===== src/rtl/snake_pkg.sv =====
// Shared types and constants for the snake display frame scanner.
package snake_pkg;

  localparam int GRID_W = 16;
  localparam int GRID_H = 12;
  localparam int CELLS  = GRID_W * GRID_H;

  localparam logic [2:0] OBJ_NONE   = 3'b000;
  localparam logic [2:0] OBJ_HEAD   = 3'b001;
  localparam logic [2:0] OBJ_BODY   = 3'b010;
  localparam logic [2:0] OBJ_APPLE  = 3'b011;
  localparam logic [2:0] OBJ_BORDER = 3'b100;

  typedef enum logic [1:0] {INIT, SCAN, UPDATE} state_t;

  // Priority encoder: head beats body beats apple beats border.
  function automatic logic [2:0] encode_obj(input logic head, input logic body,
                                            input logic apl, input logic brd);
    logic [2:0] code;
    code = OBJ_NONE;
    if (head)      code = OBJ_HEAD;
    else if (body) code = OBJ_BODY;
    else if (apl)  code = OBJ_APPLE;
    else if (brd)  code = OBJ_BORDER;
    return code;
  endfunction

endpackage


===== src/rtl/frame_mem.sv =====
// Last-drawn object code per grid cell; async read, sync write, async and sync clear.
module frame_mem (
  input  logic       clk,
  input  logic       rst,
  input  logic       clr,
  input  logic       we,
  input  logic [7:0] addr,
  input  logic [2:0] wdata,
  output logic [2:0] rdata
);
  import snake_pkg::*;

  logic [2:0] mem [CELLS];

  always_ff @(posedge clk or posedge rst) begin
    if (rst) begin
      for (int i = 0; i < CELLS; i++) mem[i] <= OBJ_NONE;
    end else if (clr) begin
      for (int i = 0; i < CELLS; i++) mem[i] <= OBJ_NONE;
    end else if (we) begin
      mem[addr] <= wdata;
    end
  end

  assign rdata = mem[addr];

endmodule


===== config.mk =====
export PLATFORM = sky130hd
export DESIGN_NAME = frame_mem
export DESIGN_NICKNAME = d
export VERILOG_FILES = /design/src/rtl/snake_pkg.sv /design/src/rtl/frame_mem.sv
export SDC_FILE = /design/constraint.sdc
export NUM_CORES = 1
export LEC_CHECK = 0
export BUFFER_PORTS_ARGS = -buffer_cell sky130_fd_sc_hd__buf_2
export CAP_MARGIN = 25
export CORE_ASPECT_RATIO = 0.5
export CORE_MARGIN = 10
export CORE_UTILIZATION = 45
export DETAILED_ROUTE_END_ITERATION = 12
export SYNTH_ARGS = -nofsm -noshare
export SYNTH_HDL_FRONTEND = slang
export SYNTH_SLANG_ARGS = --single-unit

===== constraint.sdc =====
create_clock -name clk -period 47.9 [get_ports clk]
set_input_delay 2.395 -clock clk [delete_from_list [all_inputs] [get_ports clk]]
set_output_delay 2.395 -clock clk [all_outputs]
set_load 0.05 [all_outputs]

==> results of run 1 <==
==> kinds of logic (layout without fill, tap and decap cells) <==
family	count (synthesis)	in the layout
other	0	1
buffers and inverters	299	186
AO/OA/AOI/OAI	679	679
AND/OR/NAND/NOR	1009	1009
flip-flops	576	576
multiplexers	369	369
==> how the worst max path moves through the flow <==
| stage | to | slack, ps |
|---|---|---|
| 2_1_floorplan | mem[0] | 29390 |
| 3_3_place_gp | rdata[1] | 38460 |
| 3_5_place_dp | rdata[1] | 38310 |
| 6_report | rdata[1] | 38380 |
| 5_1_grt | rdata[1] | 38060 |
| 4_1_cts | rdata[1] | 38290 |
==> per-layer routing <==
layer	part of all wire	vias to the layer above
met5	0.00028	-
met4	0.021	4
met3	0.084	126
met2	0.45	811
met1	0.45	11400
li1	-	9973
==> worst max-delay path, cell delays in order <==
cell and delay [ps]:
buf_8 420, buf_4 630, buf_4 750, mux4_2 600, mux2i_1 320, o32ai_1 180, a2111oi_0 970, or4b_1 570
buf_2 250
==> synth_stat cells, drive strengths merged <==
| cell type | n | share of area |
|---|---|---|
| or3 | 1 | 0.00022 |
| nand4 | 3 | 0.00065 |
| o211ai | 1 | 0.00026 |
| or2 | 1 | 0.00022 |
| nor2b | 4 | 0.00086 |
| nand2b | 4 | 0.00086 |
| or4 | 2 | 0.00052 |
| nand3 | 157 | 0.027 |
| nor3 | 5 | 0.00086 |
| nand4bb | 1 | 0.00039 |
| a311o | 1 | 0.00035 |
| and2 | 4 | 0.00086 |
| mux2i | 201 | 0.069 |
| nor4 | 3 | 0.00065 |
| a21oi | 404 | 0.070 |
| o41ai | 1 | 0.00030 |
| nand2 | 492 | 0.064 |
| o21ai | 252 | 0.043 |
| nor4bb | 3 | 0.0010 |
| and3 | 3 | 0.00065 |
| and4 | 1 | 0.00030 |
| buf | 64 | 0.011 |
| and3b | 2 | 0.00060 |
| or4b | 1 | 0.00035 |
| a21boi | 3 | 0.00078 |
| clkbuf | 230 | 0.030 |
| o32ai | 3 | 0.00091 |
| mux4 | 168 | 0.13 |
| a31oi | 1 | 0.00022 |
| nor2 | 319 | 0.041 |
| a2111oi | 1 | 0.00030 |
| nor3b | 2 | 0.00052 |
| dfrtp | 576 | 0.50 |
| a311oi | 1 | 0.00030 |
| a22oi | 10 | 0.0026 |
| or3b | 1 | 0.00030 |
| inv | 5 | 0.00065 |
| a211oi | 1 | 0.00026 |
==> layout make-up <==
cell class                 instances  area [um^2]  area share
multi-input combinational       2057        13500       0.429
tap                              837         1050      0.0333
clock inverter                    20          230     0.00732
antenna                            1         2.50   0.0000796
timing repair buffer              82          698      0.0222
clock buffer                      79         1540      0.0491
inverter                           5         26.3    0.000836
sequential                       576        14400       0.459
==> power by group through the flow <==
| stage | clock network (uW) | logic [uW] | registers (uW) |
|---|---|---|---|
| after floorplan | 0 | 42.2 | 497 |
| after global placement | 0 | 61.3 | 496 |
| after global routing | 469 | 67.2 | 487 |
| final | 443 | 62.2 | 487 |
| after detailed placement | 0 | 61.6 | 496 |
| after CTS | 449 | 61.7 | 487 |
==> through the flow <==
step	setup slack, ps	utilization	hold WS, ps	instance area, um^2	std cells
6_report	38380	0.495	516	31400	3657
5_1_grt	38060	0.495	531	31400	3657
4_1_cts	38290	0.494	521	31300	3653
3_5_place_dp	38310	0.466	506	29600	3554
3_3_place_gp	38460	0.466	496	29500	3552
2_1_floorplan	29390	-	481	29000	2932
==> results by group, run 1 <==
Status
  – Status: completed

Floorplanning
  – Die height: 200 um
  – Io pins: 18
  – Core Area: 63400 um^2
  – Initial Utilization: 0.457
  – Std cell rows: 65
  – Chip width: 379 um
  – DIE AREA: 75600 um^2

Hold path
  – Worst min-delay path startpoint: mem[375]
  – Hold Path Cell Cnt: 2
  – Class of the worst hold path: reg2reg
  – Worst Hold Path EP: mem[375]

Critical path
  – WP data required: 45500 ps
  – CP Capture Type: primary output
  – CP startpoint kind: primary input
  – Cell depth of the worst flop-to-flop path: 2
  – Worst EP arrival: 7130 ps
  – FF-to-FF setup slack: 47090 ps
  – Reg2reg end: mem[84]
  – Origin of the worst setup path: addr[0]
  – Worst Path Max Fanout: 44
  – Crit path kind: in2out
  – Reg2reg start: mem[84]

Timing
  – Setup Total Neg Slack: 0 ps
  – Setup-failing EPs final: 0
  – Fmax: 0.105 GHz
  – Slew Viols, Final: 0
  – Worst Clk Skew: 0 ps
  – Worst-margin pin slew: 1130 ps
  – Final Hold Fails: 0
  – RSZ-0062 raised after global routing: false
  – Rel. slew slack: 0.245
  – Final worst path period need: 9520 ps
  – Period utilization: 0.199

Placement
  – Placer Congestion: 0.828
  – Post-DP HPWL: 49900 um
  – Port Buf Inserts: 17

Layout
  – Share of cells above drive strength 1: 0.125
  – Max FFs per register: 576
  – Commonest non-fill, non-tap cell in the layout: dfrtp_1
  – Layout Nets: 2790
  – Biggest register: mem
  – Fillers: 5782
  – Largest regs: mem: 576 flops
  – Layout area overhead: 8.39%
  – Most frequent cells in the layout: dfrtp_1 (576), nand2_1 (492), a21oi_1 (404), nor2_1 (315), o21ai_0 (252)

Synthesis
  – Synth cell types: 43
  – Largest family of logic cells by synthesized area: multiplexers
  – Mapped Area: 29000 um^2
  – Post-synthesis compound-gate area fraction: 0.119
  – Synth Instances: 2932
  – FF+latch count, synth: 576
  – Synth Area in XOR/XNOR: 0
  – Synth Area in Simple Gates: 0.142
  – Adder-cell area share of the yosys netlist: 0
  – Mux contribution to synthesized area: 0.200
  – Yosys warning total: 0
  – Mapped Nets: 2947
  – Register area share after synthesis: 0.497
  – Synth Area per Inst: 9.89 um^2

CTS
  – Post-CTS Setup Inserts: 0
  – Clock sinks: 576
  – Clk buf depth: 3
  – Post_cts resized: 0
  – CTS tree: yes
  – Clk root buf: clkbuf_16
  – Num CTS Buffers: 53
  – # hold bufs at CTS: 0
  – Worst-path clk slew: 70 ps
  – Clock insertion delay at the later pin of the skew report: 620 ps
  – H-tree Lvls: 2

Power and ir drop
  – Pint: 745 uW
  – Total power: 992 uW
  – NetSw: 248 uW
  – Pwr Density: 31.6 nW/um^2
  – Combinational cell fraction of total power: 0.063
  – Part of the power in registers: 0.491
  – Net Sw Frac: 0.250
  – Worst IR drop on VDD: 0.0000266 V
  – LEAKAGE: 0.0123 uW
  – Clk pwr share: 0.446

Global routing
  – Initial antenna violation count: 3
  – GRT busiest layer: met2
  – Grt met2 use: 0.330
  – Total GRT Usage: 0.221
  – Global-route wire length before repair: 132000 um
  – Vias in the first global route: 21700
  – Largest net degree at the start of global routing: 165
  – Met1 Track Usage GR: 0.326
  – Grt total ovfl: 0
  – Met3 usage: 0.0477

Detailed routing
  – Routed len/inst: 22.8 um
  – DRC: 0
  – TritonRoute pass-1 iters: 5
  – Vias per inst: 6.11
  – Vias: 22300
  – DR iter-0 viols: 2654
  – Detail Route Antenna Nets: 0
  – Total routed wirelength: 83300 um

Job
  – Number of max-cap violations: 0
No activity file was read; power rests on OpenSTA's default activity.
==> inputs of run 2 (changes only) <==
- ABC_AREA: unset -> 1
- clock period: 47.9 -> 8.32 ns (I/O delays scaled with it)
==> run 2 against run 1 <==
Net effect:
- first-iteration DRC count up 0.45%
- via count rose by 17%
- register-to-register slack got worse by 40000 ps
- final cell count rose by 24%
- combinational power rose to 6.2 times the previous value
- setup slack got worse by 34000 ps
- sequential share of layout area is 0.89 points higher
- clock power rose to 5.8 times the previous value
==> results by group, run 2 <==
Layout
  – # diodes: 0 (-1)
  – Layout Utilization: 0.499 (+0.00391)
  – Commonest non-fill, non-tap cell in the layout: nand2_1
  – Largest regs: mem: 576 flops
  – Share of cells above drive strength 1: 0.0577 (-0.0668)
  – Layout Nets: 3694 (+32%)
  – Max FFs per register: 576 (unchanged)
  – Layout area overhead: 8.69%
  – Biggest register: mem
  – Most frequent cells in the layout: nand2_1 (1536), dfrtp_1 (576), o21ai_0 (574), nand3_1 (344), inv_1 (133)

Synthesis
  – Synth top area cells: dfrtp_1 (51%), nand2_1 (20%), o21ai_0 (10%)
  – Post-synth top cells: nand2_1 (1539), dfrtp_1 (576), o21ai_0 (574), nand3_1 (344), inv_1 (135)
  – Synth Area per Inst: 7.49 um^2 (-24%)
  – FF+latch count, synth: 576 (unchanged)
  – Synth top area share: 0.508 (+0.0111)
  – Ys flop type: dfrtp_1
  – Synth cell types: 26 (-40%)
  – Async SR Flop Fraction: 1.00 (unchanged)
  – Register area share after synthesis: 0.508 (+0.0111)
  – Yosys warning total: 0 (unchanged)
  – Area leader, netlist: dfrtp_1
  – Mapped Nets: 3803 (+29%)
  – Top-count cell post-synth: nand2_1
  – Mapped Area: 28400 um^2 (-2.2%)
  – Number of enable flip-flop cells after synthesis: 0 (unchanged)
  – Synth Instances: 3788 (+29%)

Global routing
  – Initial antenna violation count: 0 (-3)
  – Total GRT Usage: 0.259 (+0.0385)
  – Vias in the first global route: 25000 (+15%)
  – Largest net degree at the start of global routing: 166 (+0.61%)
  – Global-route wire length before repair: 152000 um (+15%)
  – Grt total ovfl: 0 (unchanged)

Power and ir drop
  – Worst IR drop on VDD: 0.000153 V (+470%)
  – Pint: 4290 uW (+480%)
  – Total power: 5780 uW (+480%)
  – Clk pwr share: 0.448 (+0.002)
  – Pwr Density: 187 nW/um^2 (+490%)
  – Net Sw Frac: 0.258 (+0.00864)
  – LEAKAGE: 0.0143 uW (+16%)
  – Part of the power in registers: 0.485 (-0.006)
  – Combinational cell fraction of total power: 0.067 (+0.004)
  – NetSw: 1490 uW (+500%)

Detailed routing
  – DRC: 0 (unchanged)
  – Routed len/inst: 21.4 um (-6.0%)
  – TritonRoute pass-1 iters: 5 (unchanged)
  – Detail Route Antenna Nets: 0 (unchanged)
  – Vias per inst: 5.76 (-5.8%)
  – Total routed wirelength: 97400 um (+17%)
  – DR iter-0 viols: 2666 (+0.45%)
  – Vias: 26200 (+17%)

Timing
  – RSZ-0062 raised after global routing: false
  – Final Hold Fails: 0 (unchanged)
  – Setup Total Neg Slack: 0 ps (unchanged)
  – Worst Clk Skew: 0 ps (unchanged)
  – Slew Viols, Final: 0 (unchanged)
  – Worst-margin pin slew: 1120 ps (-7.44 ps)
  – Final worst path period need: 4410 ps
  – Setup-failing EPs final: 0 (unchanged)
  – Fmax: 0.227 GHz
  – Rel. slew slack: 0.250 (+0.00496)
  – Post-route setup slack: 3910 ps (-34470 ps)
  – Period utilization: 0.530
  – Hold slack: 398 ps (-119 ps)

Floorplanning
  – Initial Utilization: 0.459 (+0.00233)
  – Io pins: 18 (unchanged)
  – Die height: 198 um (-0.99%)
  – Std cell rows: 64 (-1.5%)
  – DIE AREA: 74100 um^2 (-2.0%)
  – Chip width: 375 um (-1.0%)
  – Core Area: 61700 um^2 (-2.7%)

Placement
  – Pre-CTS setup slack: 3970 ps (-34350 ps)
  – Placer Congestion: 0.887 (+7.1%)
  – Post-DP HPWL: 57400 um (+15%)
  – Port Buf Inserts: 17 (unchanged)

Critical path
  – FF-to-FF setup slack: 7580 ps (-39510 ps)
  – Origin of the worst setup path: addr[1]
  – Cell depth of the worst flop-to-flop path: 2 (unchanged)
  – CP Capture Type: primary output
  – Crit path kind: in2out
  – Worst EP arrival: 3990 ps (-3140 ps)
  – WP data required: 7900 ps (-37600 ps)
  – Worst Path Max Fanout: 44 (unchanged)
  – CP startpoint kind: primary input
  – Reg2reg end: mem[340]
  – Reg2reg start: mem[340]

CTS
  – Clock insertion delay at the later pin of the skew report: 620 ps (about the same)
  – Post-CTS Setup Inserts: 0 (unchanged)
  – CTS tree: yes
  – Clock sinks: 576 (unchanged)
  – Num CTS Buffers: 55 (+3.8%)
  – Clk buf depth: 3 (unchanged)
  – Worst-path clk slew: 60 ps (about the same)
  – Clk root buf: clkbuf_16
  – H-tree Lvls: 2 (unchanged)

Status
  – Status: completed

Hold path
  – Class of the worst hold path: in2async

Job
  – Number of max-cap violations: 0 (unchanged)
==> run 2: area by class of cell <==
cell class	instances	area (um^2)
clock inverters	24	231
repair buffers	66	538
flip-flops and latches	576	14400
well taps	825	1030
inverters	154	597
clock buffers	77	1570
fillers	6092	30900
multi-input cells	2826	12500
==> run 2: how the worst max path moves through the flow <==
| stage | to | slack, ps |
|---|---|---|
| 2_1_floorplan | mem[0] | 60 |
| 3_3_place_gp | rdata[1] | 3950 |
| 3_5_place_dp | rdata[1] | 3970 |
| 5_1_grt | rdata[1] | 3770 |
| 6_report | rdata[2] | 3910 |
| 4_1_cts | rdata[1] | 3970 |
==> run 2: cell families (layout without fill, tap and decap cells) <==
logic type,after synthesis,in the layout,share of synthesized area
buffers and inverters,386,321,0.0546
AND/OR/NAND/NOR,2071,2071,0.301
AO/OA/AOI/OAI,755,755,0.137
flip-flops,576,576,0.508
==> run 2: per-stage QoR <==
step	cell area, um^2	instances
2_1_floorplan	28400	3788
3_3_place_gp	29000	4444
3_5_place_dp	29000	4444
4_1_cts	30800	4546
5_1_grt	30800	4548
6_report	30800	4548
==> run 2: per-layer routing <==
metal / global-route usage / wire (um)
met2: 0.392 / 40900
met5: 0 / 0
met3: 0.0547 / 9330
met1: 0.374 / 44500
met4: 0.0676 / 2700
==> run 2: worst max-delay path, cell delays in order <==
cell and delay [ps]:
buf_4 350, clkinv_2 760, nand2_4 530, inv_2 250
buf_4 330, nand2_1 110, nand3_1 100, nand2_1 70
nand2_1 60, nor2_1 220, nor2_1 100, nor2_1 120
nand2_1 70, nand2_1 60, nand3_1 150, buf_2 260
==> run 2: timing repair <==
action	in CTS	in global routing
hold buffers	1	0
endpoints found under the hold margin	20	0
setup endpoints to repair	0	0
gates resized for setup	0	0
==> run 2: power groups by stage <==
stage | Sequential, uW | Clock, uW | Combinational, uW
final | 2800 | 2590 | 386
after global routing | 2800 | 2730 | 411
after CTS | 2800 | 2620 | 379
after detailed placement | 2860 | 0 | 378
after global placement | 2860 | 0 | 378
after floorplan | 2860 | 0 | 234
